`config.mk`:
```
export PLATFORM = sky130hd
export DESIGN_NAME = memory_access_stage
export DESIGN_NICKNAME = d
export VERILOG_FILES = /design/src/rtl/mips_mem_pkg.sv /design/src/rtl/mem_lane_align.sv /design/src/rtl/memory_access_stage.sv
export SDC_FILE = /design/constraint.sdc
export NUM_CORES = 1
export LEC_CHECK = 0
export CORE_UTILIZATION = 42
export CTS_CLUSTER_DIAMETER = 60
export CTS_CLUSTER_SIZE = 24
export DETAILED_ROUTE_END_ITERATION = 7
export PLACE_DENSITY = 0.77
export SLEW_MARGIN = 20
export SYNTH_ARGS = -nofsm -noshare
export SYNTH_HDL_FRONTEND = slang
export SYNTH_HIERARCHICAL = 1
export SYNTH_SLANG_ARGS = --single-unit
export TNS_END_PERCENT = 30
```
`constraint.sdc`:
```
create_clock -name clk -period 1.5 [get_ports clk]
set_input_delay 0.225 -clock clk [delete_from_list [all_inputs] [get_ports clk]]
set_output_delay 0.225 -clock clk [all_outputs]
set_load 0.01 [all_outputs]
```
`src/rtl/mips_mem_pkg.sv`:
```
// rtl/mips_mem_pkg.sv - shared encodings for the MIPS MEM stage
package mips_mem_pkg;

    localparam logic [1:0] W_BYTE = 2'b00;
    localparam logic [1:0] W_HALF = 2'b01;
    localparam logic [1:0] W_WORD = 2'b11;

    localparam logic [3:0] BE_ALL     = 4'b1111;
    localparam logic [3:0] BE_LO_HALF = 4'b0011;
    localparam logic [3:0] BE_HI_HALF = 4'b1100;
    localparam logic [3:0] BE_BYTE0   = 4'b0001;

    typedef enum logic {
        ST_IDLE = 1'b0,
        ST_BUSY = 1'b1
    } mem_state_e;

    // Width 2'b10 is reserved and treated as a word access.
    function automatic logic is_misaligned(input logic [1:0] width, input logic [1:0] lo);
        logic bad;
        case (width)
            W_BYTE:  bad = 1'b0;
            W_HALF:  bad = lo[0];
            default: bad = (lo != 2'b00);
        endcase
        return bad;
    endfunction

endpackage

```
`src/rtl/mem_lane_align.sv`:
```
// rtl/mem_lane_align.sv - store byte-lane steering and load extraction/extension
module mem_lane_align
    import mips_mem_pkg::*;
#(
    parameter int NB_DATA = 32
) (
    input  logic               i_st_write,
    input  logic [1:0]         i_st_width,
    input  logic [1:0]         i_st_lo,
    input  logic [NB_DATA-1:0] i_st_data,
    input  logic [1:0]         i_ld_width,
    input  logic [1:0]         i_ld_lo,
    input  logic               i_ld_sign,
    input  logic [NB_DATA-1:0] i_ld_rdata,
    output logic [3:0]         o_be,
    output logic [NB_DATA-1:0] o_wdata,
    output logic [NB_DATA-1:0] o_rdata_ext
);

    logic [7:0]  ld_byte;
    logic [15:0] ld_half;

    always_comb begin
        o_be    = BE_ALL;
        o_wdata = i_st_data;
        if (i_st_write) begin
            case (i_st_width)
                W_BYTE: begin
                    o_be    = BE_BYTE0 << i_st_lo;
                    o_wdata = {(NB_DATA/8){i_st_data[7:0]}};
                end
                W_HALF: begin
                    o_be    = i_st_lo[1] ? BE_HI_HALF : BE_LO_HALF;
                    o_wdata = {(NB_DATA/16){i_st_data[15:0]}};
                end
                default: begin
                    o_be    = BE_ALL;
                    o_wdata = i_st_data;
                end
            endcase
        end
    end

    // Little-endian lanes: byte n lives in bits [8n+7:8n].
    always_comb begin
        ld_byte = i_ld_rdata[{i_ld_lo, 3'b000} +: 8];
        ld_half = i_ld_lo[1] ? i_ld_rdata[31:16] : i_ld_rdata[15:0];
        case (i_ld_width)
            W_BYTE:  o_rdata_ext = {{(NB_DATA-8){i_ld_sign & ld_byte[7]}}, ld_byte};
            W_HALF:  o_rdata_ext = {{(NB_DATA-16){i_ld_sign & ld_half[15]}}, ld_half};
            default: o_rdata_ext = i_ld_rdata;
        endcase
    end

endmodule

```
`src/rtl/memory_access_stage.sv`:
```
// rtl/memory_access_stage.sv - MIPS MEM stage: req/ack data-memory access and MEM/WB register
// Optional alignment trap enabled by defining MEM_ALIGN_CHECK_EN.
module memory_access_stage
    import mips_mem_pkg::*;
#(
    parameter int NB_DATA = 32,
    parameter int NB_ADDR = 32
) (
    input  logic               clk,
    input  logic               i_rst_n,
    input  logic               i_halt,
    input  logic               i_mem2reg,
    input  logic               i_memRead,
    input  logic               i_memWrite,
    input  logic               i_regWrite,
    input  logic [1:0]         i_width,
    input  logic               i_sign_flag,
    input  logic [4:0]         i_write_reg,
    input  logic [NB_DATA-1:0] i_result,
    input  logic [NB_DATA-1:0] i_data4Mem,
    output logic               o_dm_req,
    output logic               o_dm_we,
    output logic [NB_ADDR-1:0] o_dm_addr,
    output logic [3:0]         o_dm_be,
    output logic [NB_DATA-1:0] o_dm_wdata,
    input  logic               i_dm_ack,
    input  logic [NB_DATA-1:0] i_dm_rdata,
    output logic               o_stall,
    output logic               o_mem2reg,
    output logic               o_regWrite,
    output logic [4:0]         o_write_reg,
    output logic [NB_DATA-1:0] o_read_data,
    output logic [NB_DATA-1:0] o_alu_result,
    output logic               o_misaligned
);

    mem_state_e         state_q, state_d;
    logic               dm_req_q, dm_req_d;
    logic               dm_we_q, dm_we_d;
    logic [NB_ADDR-1:0] dm_addr_q, dm_addr_d;
    logic [3:0]         dm_be_q, dm_be_d;
    logic [NB_DATA-1:0] dm_wdata_q, dm_wdata_d;
    logic [1:0]         lat_width_q, lat_width_d;
    logic [1:0]         lat_lo_q, lat_lo_d;
    logic               lat_sign_q, lat_sign_d;
    logic               lat_read_q, lat_read_d;
    logic               lat_mem2reg_q, lat_mem2reg_d;
    logic               lat_regwrite_q, lat_regwrite_d;
    logic [4:0]         lat_write_reg_q, lat_write_reg_d;
    logic [NB_DATA-1:0] lat_result_q, lat_result_d;
    logic               mem2reg_q, mem2reg_d;
    logic               regwrite_q, regwrite_d;
    logic [4:0]         write_reg_q, write_reg_d;
    logic [NB_DATA-1:0] read_data_q, read_data_d;
    logic [NB_DATA-1:0] alu_result_q, alu_result_d;
    logic               misaligned_q, misaligned_d;

    logic               access;
    logic               misalign_hit;
    logic [3:0]         st_be;
    logic [NB_DATA-1:0] st_wdata;
    logic [NB_DATA-1:0] ld_ext;

    assign access = i_memRead | i_memWrite;

`ifdef MEM_ALIGN_CHECK_EN
    assign misalign_hit = access & is_misaligned(i_width, i_result[1:0]);
`else
    assign misalign_hit = 1'b0;
`endif

    mem_lane_align #(.NB_DATA(NB_DATA)) u_lane_align (
        .i_st_write  (i_memWrite),
        .i_st_width  (i_width),
        .i_st_lo     (i_result[1:0]),
        .i_st_data   (i_data4Mem),
        .i_ld_width  (lat_width_q),
        .i_ld_lo     (lat_lo_q),
        .i_ld_sign   (lat_sign_q),
        .i_ld_rdata  (i_dm_rdata),
        .o_be        (st_be),
        .o_wdata     (st_wdata),
        .o_rdata_ext (ld_ext)
    );

    always_comb begin
        state_d         = state_q;
        dm_req_d        = dm_req_q;
        dm_we_d         = dm_we_q;
        dm_addr_d       = dm_addr_q;
        dm_be_d         = dm_be_q;
        dm_wdata_d      = dm_wdata_q;
        lat_width_d     = lat_width_q;
        lat_lo_d        = lat_lo_q;
        lat_sign_d      = lat_sign_q;
        lat_read_d      = lat_read_q;
        lat_mem2reg_d   = lat_mem2reg_q;
        lat_regwrite_d  = lat_regwrite_q;
        lat_write_reg_d = lat_write_reg_q;
        lat_result_d    = lat_result_q;
        mem2reg_d       = mem2reg_q;
        regwrite_d      = regwrite_q;
        write_reg_d     = write_reg_q;
        read_data_d     = read_data_q;
        alu_result_d    = alu_result_q;
        misaligned_d    = 1'b0;

        case (state_q)
            ST_IDLE: begin
                if (!i_halt) begin
                    if (misalign_hit) begin
                        mem2reg_d    = 1'b0;
                        regwrite_d   = 1'b0;
                        write_reg_d  = i_write_reg;
                        alu_result_d = i_result;
                        read_data_d  = '0;
                        misaligned_d = 1'b1;
                    end else if (access) begin
                        lat_width_d     = i_width;
                        lat_lo_d        = i_result[1:0];
                        lat_sign_d      = i_sign_flag;
                        lat_read_d      = i_memRead;
                        lat_mem2reg_d   = i_mem2reg;
                        lat_regwrite_d  = i_regWrite;
                        lat_write_reg_d = i_write_reg;
                        lat_result_d    = i_result;
                        dm_req_d        = 1'b1;
                        dm_we_d         = i_memWrite;
                        dm_addr_d       = {i_result[NB_ADDR-1:2], 2'b00};
                        dm_be_d         = st_be;
                        dm_wdata_d      = st_wdata;
                        // MEM/WB carries a bubble while the access is in flight.
                        mem2reg_d       = 1'b0;
                        regwrite_d      = 1'b0;
                        state_d         = ST_BUSY;
                    end else begin
                        mem2reg_d    = i_mem2reg;
                        regwrite_d   = i_regWrite;
                        write_reg_d  = i_write_reg;
                        alu_result_d = i_result;
                        read_data_d  = '0;
                    end
                end
            end
            ST_BUSY: begin
                if (i_dm_ack) begin
                    dm_req_d     = 1'b0;
                    dm_we_d      = 1'b0;
                    mem2reg_d    = lat_mem2reg_q;
                    regwrite_d   = lat_regwrite_q;
                    write_reg_d  = lat_write_reg_q;
                    alu_result_d = lat_result_q;
                    read_data_d  = lat_read_q ? ld_ext : '0;
                    state_d      = ST_IDLE;
                end
            end
            default: state_d = ST_IDLE;
        endcase
    end

    always_ff @(posedge clk or negedge i_rst_n) begin
        if (!i_rst_n) begin
            state_q         <= ST_IDLE;
            dm_req_q        <= 1'b0;
            dm_we_q         <= 1'b0;
            dm_addr_q       <= '0;
            dm_be_q         <= '0;
            dm_wdata_q      <= '0;
            lat_width_q     <= '0;
            lat_lo_q        <= '0;
            lat_sign_q      <= 1'b0;
            lat_read_q      <= 1'b0;
            lat_mem2reg_q   <= 1'b0;
            lat_regwrite_q  <= 1'b0;
            lat_write_reg_q <= '0;
            lat_result_q    <= '0;
            mem2reg_q       <= 1'b0;
            regwrite_q      <= 1'b0;
            write_reg_q     <= '0;
            read_data_q     <= '0;
            alu_result_q    <= '0;
            misaligned_q    <= 1'b0;
        end else begin
            state_q         <= state_d;
            dm_req_q        <= dm_req_d;
            dm_we_q         <= dm_we_d;
            dm_addr_q       <= dm_addr_d;
            dm_be_q         <= dm_be_d;
            dm_wdata_q      <= dm_wdata_d;
            lat_width_q     <= lat_width_d;
            lat_lo_q        <= lat_lo_d;
            lat_sign_q      <= lat_sign_d;
            lat_read_q      <= lat_read_d;
            lat_mem2reg_q   <= lat_mem2reg_d;
            lat_regwrite_q  <= lat_regwrite_d;
            lat_write_reg_q <= lat_write_reg_d;
            lat_result_q    <= lat_result_d;
            mem2reg_q       <= mem2reg_d;
            regwrite_q      <= regwrite_d;
            write_reg_q     <= write_reg_d;
            read_data_q     <= read_data_d;
            alu_result_q    <= alu_result_d;
            misaligned_q    <= misaligned_d;
        end
    end

    // Stall is forced low while reset is asserted so upstream is never frozen by a dead stage.
    assign o_stall = i_rst_n &
                     (((state_q == ST_IDLE) & access & !i_halt & !misalign_hit) |
                      ((state_q == ST_BUSY) & !i_dm_ack));

    assign o_dm_req     = dm_req_q;
    assign o_dm_we      = dm_we_q;
    assign o_dm_addr    = dm_addr_q;
    assign o_dm_be      = dm_be_q;
    assign o_dm_wdata   = dm_wdata_q;
    assign o_mem2reg    = mem2reg_q;
    assign o_regWrite   = regwrite_q;
    assign o_write_reg  = write_reg_q;
    assign o_read_data  = read_data_q;
    assign o_alu_result = alu_result_q;
    assign o_misaligned = misaligned_q;

endmodule

```
## Word-level counts from Yosys, hierarchy flattened

Index checks and enable logic that the tools add are counted.

- Flip-flop bits (word level): 185
- Input bits: 112
- Logic and storage cells: 84

- Equality and inequality tests: 6
- Shift-type cells: 2
- Multiplexer cells: 39
- Bitwise gates (word level): 10
- Reductions and logical operators: 8

Operators with widths:

| operator | count |
|---|---|
| 2-to-1 mux 32 bit | 8 |
| case mux 32 bit (2 select lines) | 4 |
| indexed part select 32 x 6 -> 8 bit | 1 |
| 2-to-1 mux 16 bit | 1 |
| 2-to-1 mux 5 bit | 3 |
| 2-to-1 mux 1 bit | 14 |
| case mux 1 bit (2 select lines) | 5 |
| case mux 5 bit (2 select lines) | 1 |
| AND reduction 3 bit | 3 |
| 2-to-1 mux 4 bit | 2 |
| inequality test 2 bit, second input constant | 4 |
| case mux 4 bit (2 select lines) | 1 |
| bitwise AND 1 bit | 6 |
| equality test 2 x 1 -> 1 bit, second input constant | 2 |
| logical NOT 2 bit | 2 |
| << shifter 1 x 2 -> 4 bit, first input constant | 1 |
| logical NOT 1 bit | 2 |
| inverter 1 bit | 2 |
| OR 1 bit | 2 |
| AND reduction 2 bit | 1 |

## Logic depth before layout (Yosys ltp)

Gate-level depths: netlist (run 1).

- Depth after elaboration: 6
- Gate-level depth with buffers: 7
- Depth with buffers taken out: 5

## Hierarchy

Netlist (run 1), hierarchy kept.

Modules (own cells, without submodules):

| module | times used | cells an instance | area each (um^2) | sequential area each (um^2) |
|---|---|---|---|---|
| memory_access_stage | 1 | 460 | 6637.6 | 3828.7 |
| mem_lane_align | 1 | 177 | 1177.4 | 0.0 |

## Worst setup path after synthesis (run 1)

No wires, ideal clock.

- Path kind: register to register
- Start point: register lat_lo_q[0]
- End point: register read_data_q[10], in the netlist o_read_data[10]
- Setup time: 0.130 ns
- Arrival: 1.468 ns
- Data required time: 1.370 ns
- Slack: -0.098 ns
- Cell stages (with the launch flop): 6
- Path buffers: 0
- Period minus slack after synthesis: 1.598 ns
- Cell sequence: dfrtp_1 mux4_2 nor3b_4 a221o_1 nand4_1 o21ai_0

- Longest elaborated chain between the ends: 6

Ends and longest elaborated chain:

| what | line | RTL |
|---|---|---|
| start: declaration | memory_access_stage.sv:44 | `logic [1:0] lat_lo_q, lat_lo_d;` |
| start signal: assignment | memory_access_stage.sv:191 | `lat_lo_q <= lat_lo_d;` |
| indexed part select 32 x 6 -> 8 bit | mem_lane_align.sv:46 | `ld_byte = i_ld_rdata[{i_ld_lo, 3'b000} +: 8];` |
| bitwise AND 1 bit | mem_lane_align.sv:49 | `W_BYTE: o_rdata_ext = {{(NB_DATA-8){i_ld_sign & ld_byte[7]}}, ld_byte};` |
| case mux 32 bit (2 select lines) | mem_lane_align.sv:48 | `case (i_ld_width)` |
| net ld_ext[10] | memory_access_stage.sv:62 | `logic [NB_DATA-1:0] ld_ext;` |
| 2-to-1 mux 32 bit | memory_access_stage.sv:153 | `read_data_d = lat_read_q ? ld_ext : '0;` |
| 2-to-1 mux 32 bit | memory_access_stage.sv:146 | `if (i_dm_ack) begin` |
| case mux 32 bit (2 select lines) | memory_access_stage.sv:108 | `case (state_q)` |
| end signal: assignment | memory_access_stage.sv:201 | `read_data_q <= read_data_d;` |
| end: declaration | memory_access_stage.sv:54 | `logic [NB_DATA-1:0] read_data_q, read_data_d;` |

The timed path passes the listed nets, and every way through them passes these cells. The select of a mux whose other input is x is not followed.
A chain may end at the register's enable or synchronous reset.

## Worst setup path in the final report (run 1)

- Start point: register lat_lo_q[0]
- End point: register read_data_q[15], in the netlist o_read_data[15]

The elaborated chain is that of the path after synthesis.

==> results.py, run 1 <==
metrics = {
    "run_status": {
        "status": "finished, violations left",
        "violations": "DRC, hold timing, setup timing",
    },
    "yosys": {
        "synth_edf_count": 0,
        "syn_inst": 637,
        "yosysTopAreaCell": "dfrtp_1",
        "synth.distinct_cells": 39,
        "synthTopCellsByArea": "dfrtp_1 (49%), mux2_2 (15%), mux2_4 (8.8%)",
        "synth_top_area_share_pct": 49.0,
        "synth_top_flop_cell": "dfrtp_1",
        "synth_area_per_cell_sq_um": 12.3,
        "ys_ff_latch": 153,
        "async_flop_share_pct": 100,
        "synth_area_sq_um": 7810,
        "ys_warn_count": 6,
        "ys_seq_area_share_pct": 49.0,
    },
    "worst_setup_path": {
        "critical_path_arrival_ns": 1.93,
        "path_buf_inv": 0,
        "critPathKind": "reg -> reg",
        "endpoint": "o_read_data[15]",
        "crit_slowest_cell": "mux4_2",
        "crit_fanout": 8,
        "critical_path.cell_chain": "mux4_2 > nor3b_4 > a221o_1 > nand4_1 > o21ai_1",
        "ff2ff_setup_slack_ns": -0.12,
        "regToRegEndpoint": "o_read_data[15]",
        "r2r-start": "lat_lo_q[0]",
        "startpoint_type": "register",
        "startpoint": "lat_lo_q[0]",
        "crit_family": "multiplexers",
        "cp_slowest_stage_delay_ns": 0.51,
        "crit_required_ns": 1.80,
        "crit_cells": 5,
        "reg2reg_depth": 5,
        "critPathCaptureType": "register",
    },
    "pwr": {
        "powerDensity_nw_per_um2": 1440,
        "power_mw": 16.7,
        "ir_worst_vdd_mv": 0.798,
        "p_leak_nw": 5.43,
    },
    "clocking": {
        "numCtsBuffers": 17,
        "cts_tree": "built",
        "clock_sinks": 153,
        "postCtsHoldBufs": 0,
        "h-tree-depth": 4,
        "cts_buffer_depth": 2,
        "root_buffer": "clkbuf_16",
        "cts.clk_slew.worst_paths_ns": 0.06,
        "worst_skew_pair.late_latency_ns": 0.42,
    },
    "floorplan": {
        "core_sq_um": 18100,
        "start_util_pct": 43.2,
        "io_pins": 255,
        "rows": 49,
        "dieHeight_um": 138,
        "die_area_sq_um": 19200,
        "die_w_um": 138,
    },
    "drt": {
        "dr.pass1.iters": 8,
        "num_vias": 6120,
        "routedWlPerCell_um": 19.0,
        "drt_iter0_markers": 331,
        "wirelength_um": 22100,
        "postRouteAntennaNets": 0,
        "drt-vias-per-instance": 5.27,
        "drcViolationCount": 30,
    },
    "timing": {
        "finalMaxSlewViolations": 0,
        "rsz0062_at_grt": "true",
        "whs_ns": -0.131,
        "worst_pin_slew_ns": 0.892,
        "setup_viol": 94,
        "post-route-period-util_pct": 108,
        "max_clock_freq_mhz": 616,
        "skew_ns": 0.0131,
        "slew_headroom_pct": 40.6,
        "finalHoldViolCount": 44,
        "fin_crit_ns": 1.62,
        "fin_ws_ns": -0.123,
    },
    "final_layout": {
        "multi_input_comb_area_sq_um": 3680,
        "final_cell_count_no_fill": 1162,
        "drive_above_1_share_pct": 31.1,
        "postLayoutCoreUtil_pct": 64.2,
        "n_antenna_cell": 0,
        "seqCellArea_sq_um": 3830,
        "area_delta_synth_final_pct": 48.7,
        "fin_nets": 1032,
        "fillers": 1433,
    },
    "placement": {
        "dpl.hpwl_um": 14600,
        "io_buffers": 251,
        "dp_cells": 1119,
        "gp_congestion": 0.876,
        "pre_cts_ws_ns": -0.502,
    },
    "worst_hold_path": {
        "holdCritPathClass": "in -> async",
    },
    "global_route": {
        "grt_pass1_vias": 6325,
        "grt_max_degree": 154,
        "grt_overflow": 0,
        "grt_pass1_wl_um": 34400,
        "grt_use_total_pct": 22.9,
        "antenna_found_initial": 0,
    },
    "run": {
        "max_cap_viol_count": 0,
    },
}
[layer usage]
metal  global-route usage [%]  wire length (um)  part of all wire (%)  up-vias
met5                        0                 0                     0        -
met3                     7.41              1730                   7.8       25
met4                     6.80               370                   1.7        0
met1                     29.0              9570                    43     3025
li1                         -                 -                     -     2832
met2                     37.5             10500                    47      238
[synth_stat cells (2+ instances only)]
library cell	count
dfrtp_1	153
mux2_2	107
nand2_1	58
mux2_4	46
o21ai_0	42
inv_1	32
nand4_1	32
clkbuf_1	19
o21ai_1	17
buf_6	16
mux2_1	15
buf_4	13
mux2i_1	13
a221o_1	12
a22o_1	10
buf_2	9
nand2b_1	6
nor2_1	5
and4b_1	4
nor2b_1	4
o221a_2	3
a21oi_1	2
nor2_4	2
o21a_1	2
[cells by family after synthesis]
group | Yosys count | synth area share [%]
other | 1 | 0.0480
flip-flops | 153 | 49.0
AND/OR/NAND/NOR | 117 | 8.04
AO/OA/AOI/OAI | 93 | 7.83
multiplexers | 182 | 28.4
buffers and inverters | 91 | 6.72
[report_power, final]
group          internal (mW)  switching (mW)  leakage, nW
Clock                   2.51            1.79        0.281
Combinational           3.60            2.78         3.30
Sequential              5.31           0.743         1.84
Total                   11.4            5.31         5.43
[layout by cell type, fill, tap and decap left out, types with 2 or more instances in the layout]
cell type | synthesis | layout
buf_16 | 0 | 2
clkbuf_16 | 0 | 21
nor2b_1 | 4 | 2
nand4_1 | 32 | 32
clkinv_2 | 0 | 3
dfrtp_2 | 0 | 3
inv_1 | 32 | 32
and4b_1 | 4 | 4
bufinv_16 | 0 | 2
clkdlybuf4s50_1 | 0 | 109
nand2b_1 | 6 | 5
conb_1 | 1 | 3
o21ai_1 | 17 | 32
mux2i_1 | 13 | 12
nor2_1 | 5 | 4
buf_6 | 16 | 7
mux2_4 | 46 | 76
nor2_4 | 2 | 3
o21a_1 | 2 | 2
buf_4 | 13 | 47
buf_12 | 0 | 10
o21ai_0 | 42 | 16
a22o_1 | 10 | 10
mux2_1 | 15 | 15
inv_6 | 0 | 4
dfrtp_1 | 153 | 150
a221o_1 | 12 | 12
dlygate4sd2_1 | 0 | 139
o21ai_2 | 1 | 11
o221a_2 | 3 | 3
nand2_1 | 58 | 57
clkinvlp_4 | 0 | 3
mux2_2 | 107 | 78
[what timing repair did]
item | in CTS | in global routing
pin swaps | 2 | 12
cloned | 3 | 4
resized for setup | 171 | 58
setup endpoints to repair | 212 | 151
setup buffers | 3 | 1
[worst register-to-register path: stages (launching register included)]
cell,delay (ns)
dfrtp_1,0.37
mux4_2,0.51
nor3b_4,0.20
a221o_1,0.28
nand4_1,0.08
o21ai_1,0.07
[cell type report]
class	instances	area share, %
flip-flops and latches	153	33.0
well taps	229	2.47
multi-input cells	396	31.7
clock inverters	13	1.22
clock buffers	19	3.81
repair buffers	319	26.8
inverters	33	1.09
[stage by stage]
step,setup TNS [ns],cell area [sq um]
floorplan,-0.762,7830
global placement,-55.24,10800
detailed placement,-54.65,10800
CTS,-3.71,11300
global route,-9.10,11600
finish,-3.47,11600
[worst min-delay path by stage]
stage	cells after the start	to
3_3_place_gp	2	o_dm_wdata[0]
6_report	2	o_dm_wdata[16]
3_5_place_dp	2	lat_width_q[0]
4_1_cts	2	o_dm_wdata[16]
5_1_grt	2	o_dm_wdata[16]
2_1_floorplan	0	lat_lo_q[0]
(Power assumes the default switching activity.)
==> inputs of run 2 (changes only) <==
ABC_CLOCK_PERIOD_IN_PS = 1500   (was unset)
CORE_MARGIN = 3   (was unset)
==> results.py, run 2 (synthesis gave the netlist of run 1 again) <==
metrics = {
    "clocking": {
        "cts_buffer_depth": 2,
        "postCtsHoldBufs": 0,
        "clock_sinks": 153,
        "worst_skew_pair.late_latency_ns": 0.42,
        "h-tree-depth": 4,
        "numCtsBuffers": 17,
        "cts.clk_slew.worst_paths_ns": 0.07,
        "cts_tree": "built",
        "root_buffer": "clkbuf_16",
    },
    "worst_hold_path": {
        "holdCritPathClass": "in -> async",
    },
    "worst_setup_path": {
        "critPathKind": "reg -> reg",
        "critPathCaptureType": "register",
        "critical_path_arrival_ns": 1.97,
        "critical_path.cell_chain": "mux4_2 > nor3b_4 > a221o_1 > nand4_1 > o21ai_1",
        "crit_fanout": 8,
        "cp_slowest_stage_delay_ns": 0.52,
        "crit_slowest_cell": "mux4_2",
        "startpoint_type": "register",
        "crit_required_ns": 1.80,
    },
    "floorplan": {
        "die_w_um": 142,
        "dieHeight_um": 142,
        "rows": 49,
        "start_util_pct": 43.1,
        "die_area_sq_um": 20300,
        "core_sq_um": 18100,
        "io_pins": 255,
    },
    "pwr": {
        "p_leak_nw": 5.38,
        "seq_power_share_pct": 35.9,
        "ir_worst_vdd_mv": 0.867,
        "power_mw": 16.8,
        "powerDensity_nw_per_um2": 1440,
        "p_switching_mw": 5.37,
        "p_int_mw": 11.4,
        "switching_share_pct": 31.9,
        "p_clk_share_pct": 25.7,
        "power_frac_comb_pct": 38.4,
    },
    "drt": {
        "postRouteAntennaNets": 0,
        "drcViolationCount": 0,
        "dr.pass1.iters": 4,
        "num_vias": 6098,
        "drt_iter0_markers": 238,
        "routedWlPerCell_um": 18.8,
        "wirelength_um": 22000,
        "drt-vias-per-instance": 5.20,
    },
    "run_status": {
        "status": "finished, violations left",
        "violations": "hold timing, setup timing",
    },
    "final_layout": {
        "layout_commonest_cell": "dfrtp_1",
        "fillers": 1467,
        "fin_nets": 1043,
        "area_delta_synth_final_pct": 49.4,
        "drive_above_1_share_pct": 34.1,
        "final_cell_mix": "dfrtp_1 (149), dlygate4sd2_1 (140), clkdlybuf4s50_1 (109)",
        "n_antenna_cell": 0,
        "multi_input_comb_area_sq_um": 3660,
        "seqCellArea_sq_um": 3840,
        "final_cell_count_no_fill": 1173,
    },
    "timing": {
        "slew_headroom_pct": 42.0,
        "fin_ws_ns": -0.165,
        "whs_ns": -0.0362,
        "rsz0062_at_grt": "true",
        "fin_crit_ns": 1.67,
        "tns_ns": -8.51,
        "max_clock_freq_mhz": 600,
        "finalHoldViolCount": 48,
        "finalMaxSlewViolations": 0,
        "post-route-period-util_pct": 111,
        "setup_viol": 107,
        "skew_ns": 0.00869,
        "worst_pin_slew_ns": 0.870,
    },
    "placement": {
        "dp_cells": 1123,
        "gp_congestion": 0.808,
        "dpl.hpwl_um": 15100,
        "io_buffers": 251,
    },
    "global_route": {
        "grt_pass1_wl_um": 34400,
        "antenna_found_initial": 0,
        "grt_max_degree": 154,
        "grt_pass1_vias": 6282,
        "grt_use_total_pct": 21.4,
        "grt_overflow": 0,
    },
    "run": {
        "max_cap_viol_count": 0,
    },
}
==> run 2: cell count changes in the layout (fill, tap and decap cells not counted), sizes merged <==
cell / before / now
clkinvlp: 3 / 2
clkbuf: 23 / 18
dlygate4sd2: 139 / 140
clkinv: 4 / 3
inv: 37 / 40
dlymetal6s2s: 1 / 0
buf: 66 / 81
==> run 2: worst paths after layout <==
kind / from / endpoint / slack (ns) / cells past startpoint
setup / recovery: lat_lo_q[0] / o_read_data[14] / -0.17 / 5
hold / removal: i_rst_n / o_read_data[20] / -0.04 / 2
setup reg to reg: lat_lo_q[0] / o_read_data[14] / -0.17 / 5
hold reg to reg: o_dm_wdata[28] / o_dm_wdata[28] / 0.49 / 1
max in group asynchronous: i_rst_n / state_q / 0.76 / 2
min in group clk: i_sign_flag / lat_sign_q / 0.42 / 2
==> run 2: timing repair <==
action                                  4_1_cts  5_1_grt
pin swaps                                     8       10
setup buffers                                13        8
resized for setup                           220       30
endpoints found under the setup margin      288      142
gates cloned                                  6        0
==> run 2: per-stage QoR <==
step | utilization [%] | instance area (sq um) | setup WS [ns]
floorplan | - | 7830 | -0.0861
global placement | 59.6 | 10800 | -0.517
detailed placement | 59.6 | 10800 | -0.529
CTS | 63.9 | 11600 | -0.179
global route | 64.3 | 11700 | -0.245
finish | 64.3 | 11700 | -0.165
==> run 2: critical path: cells and delay by family, from the launching register on <==
kind | cells | cell delay (ns)
compound gates | 2 | 0.35
simple gates | 2 | 0.29
flops | 1 | 0.39
mux | 1 | 0.52
==> run 2: per-layer routing <==
metal  wire length [um]  global-route usage [%]  vias up  part of all wire [%]
li1                   -                       -     2848                     -
met1               9520                    28.3     2975                    43
met2              10400                    33.8      239                    47
met3               1590                    6.49       36                   7.2
met4                512                    7.10        0                   2.3
met5                  0                       0        -                     0
==> run 2: power by group through the flow <==
stage	combinational (mW)	clock (mW)	sequential, mW
global placement	6.64	0	6.08
floorplan	2.77	0	6.52
CTS	6.37	4.45	6.04
detailed placement	6.72	0	6.11
global route	6.91	4.62	6.20
finish	6.44	4.32	6.03
==> run 2: area by class of cell <==
cell class | count | share of cell area [%]
clock buffer | 18 | 3.68
tap | 229 | 2.45
clock inverter | 14 | 1.37
sequential | 153 | 32.9
multi-input combinational | 396 | 31.3
timing repair buffer | 330 | 27.2
inverter | 33 | 1.10
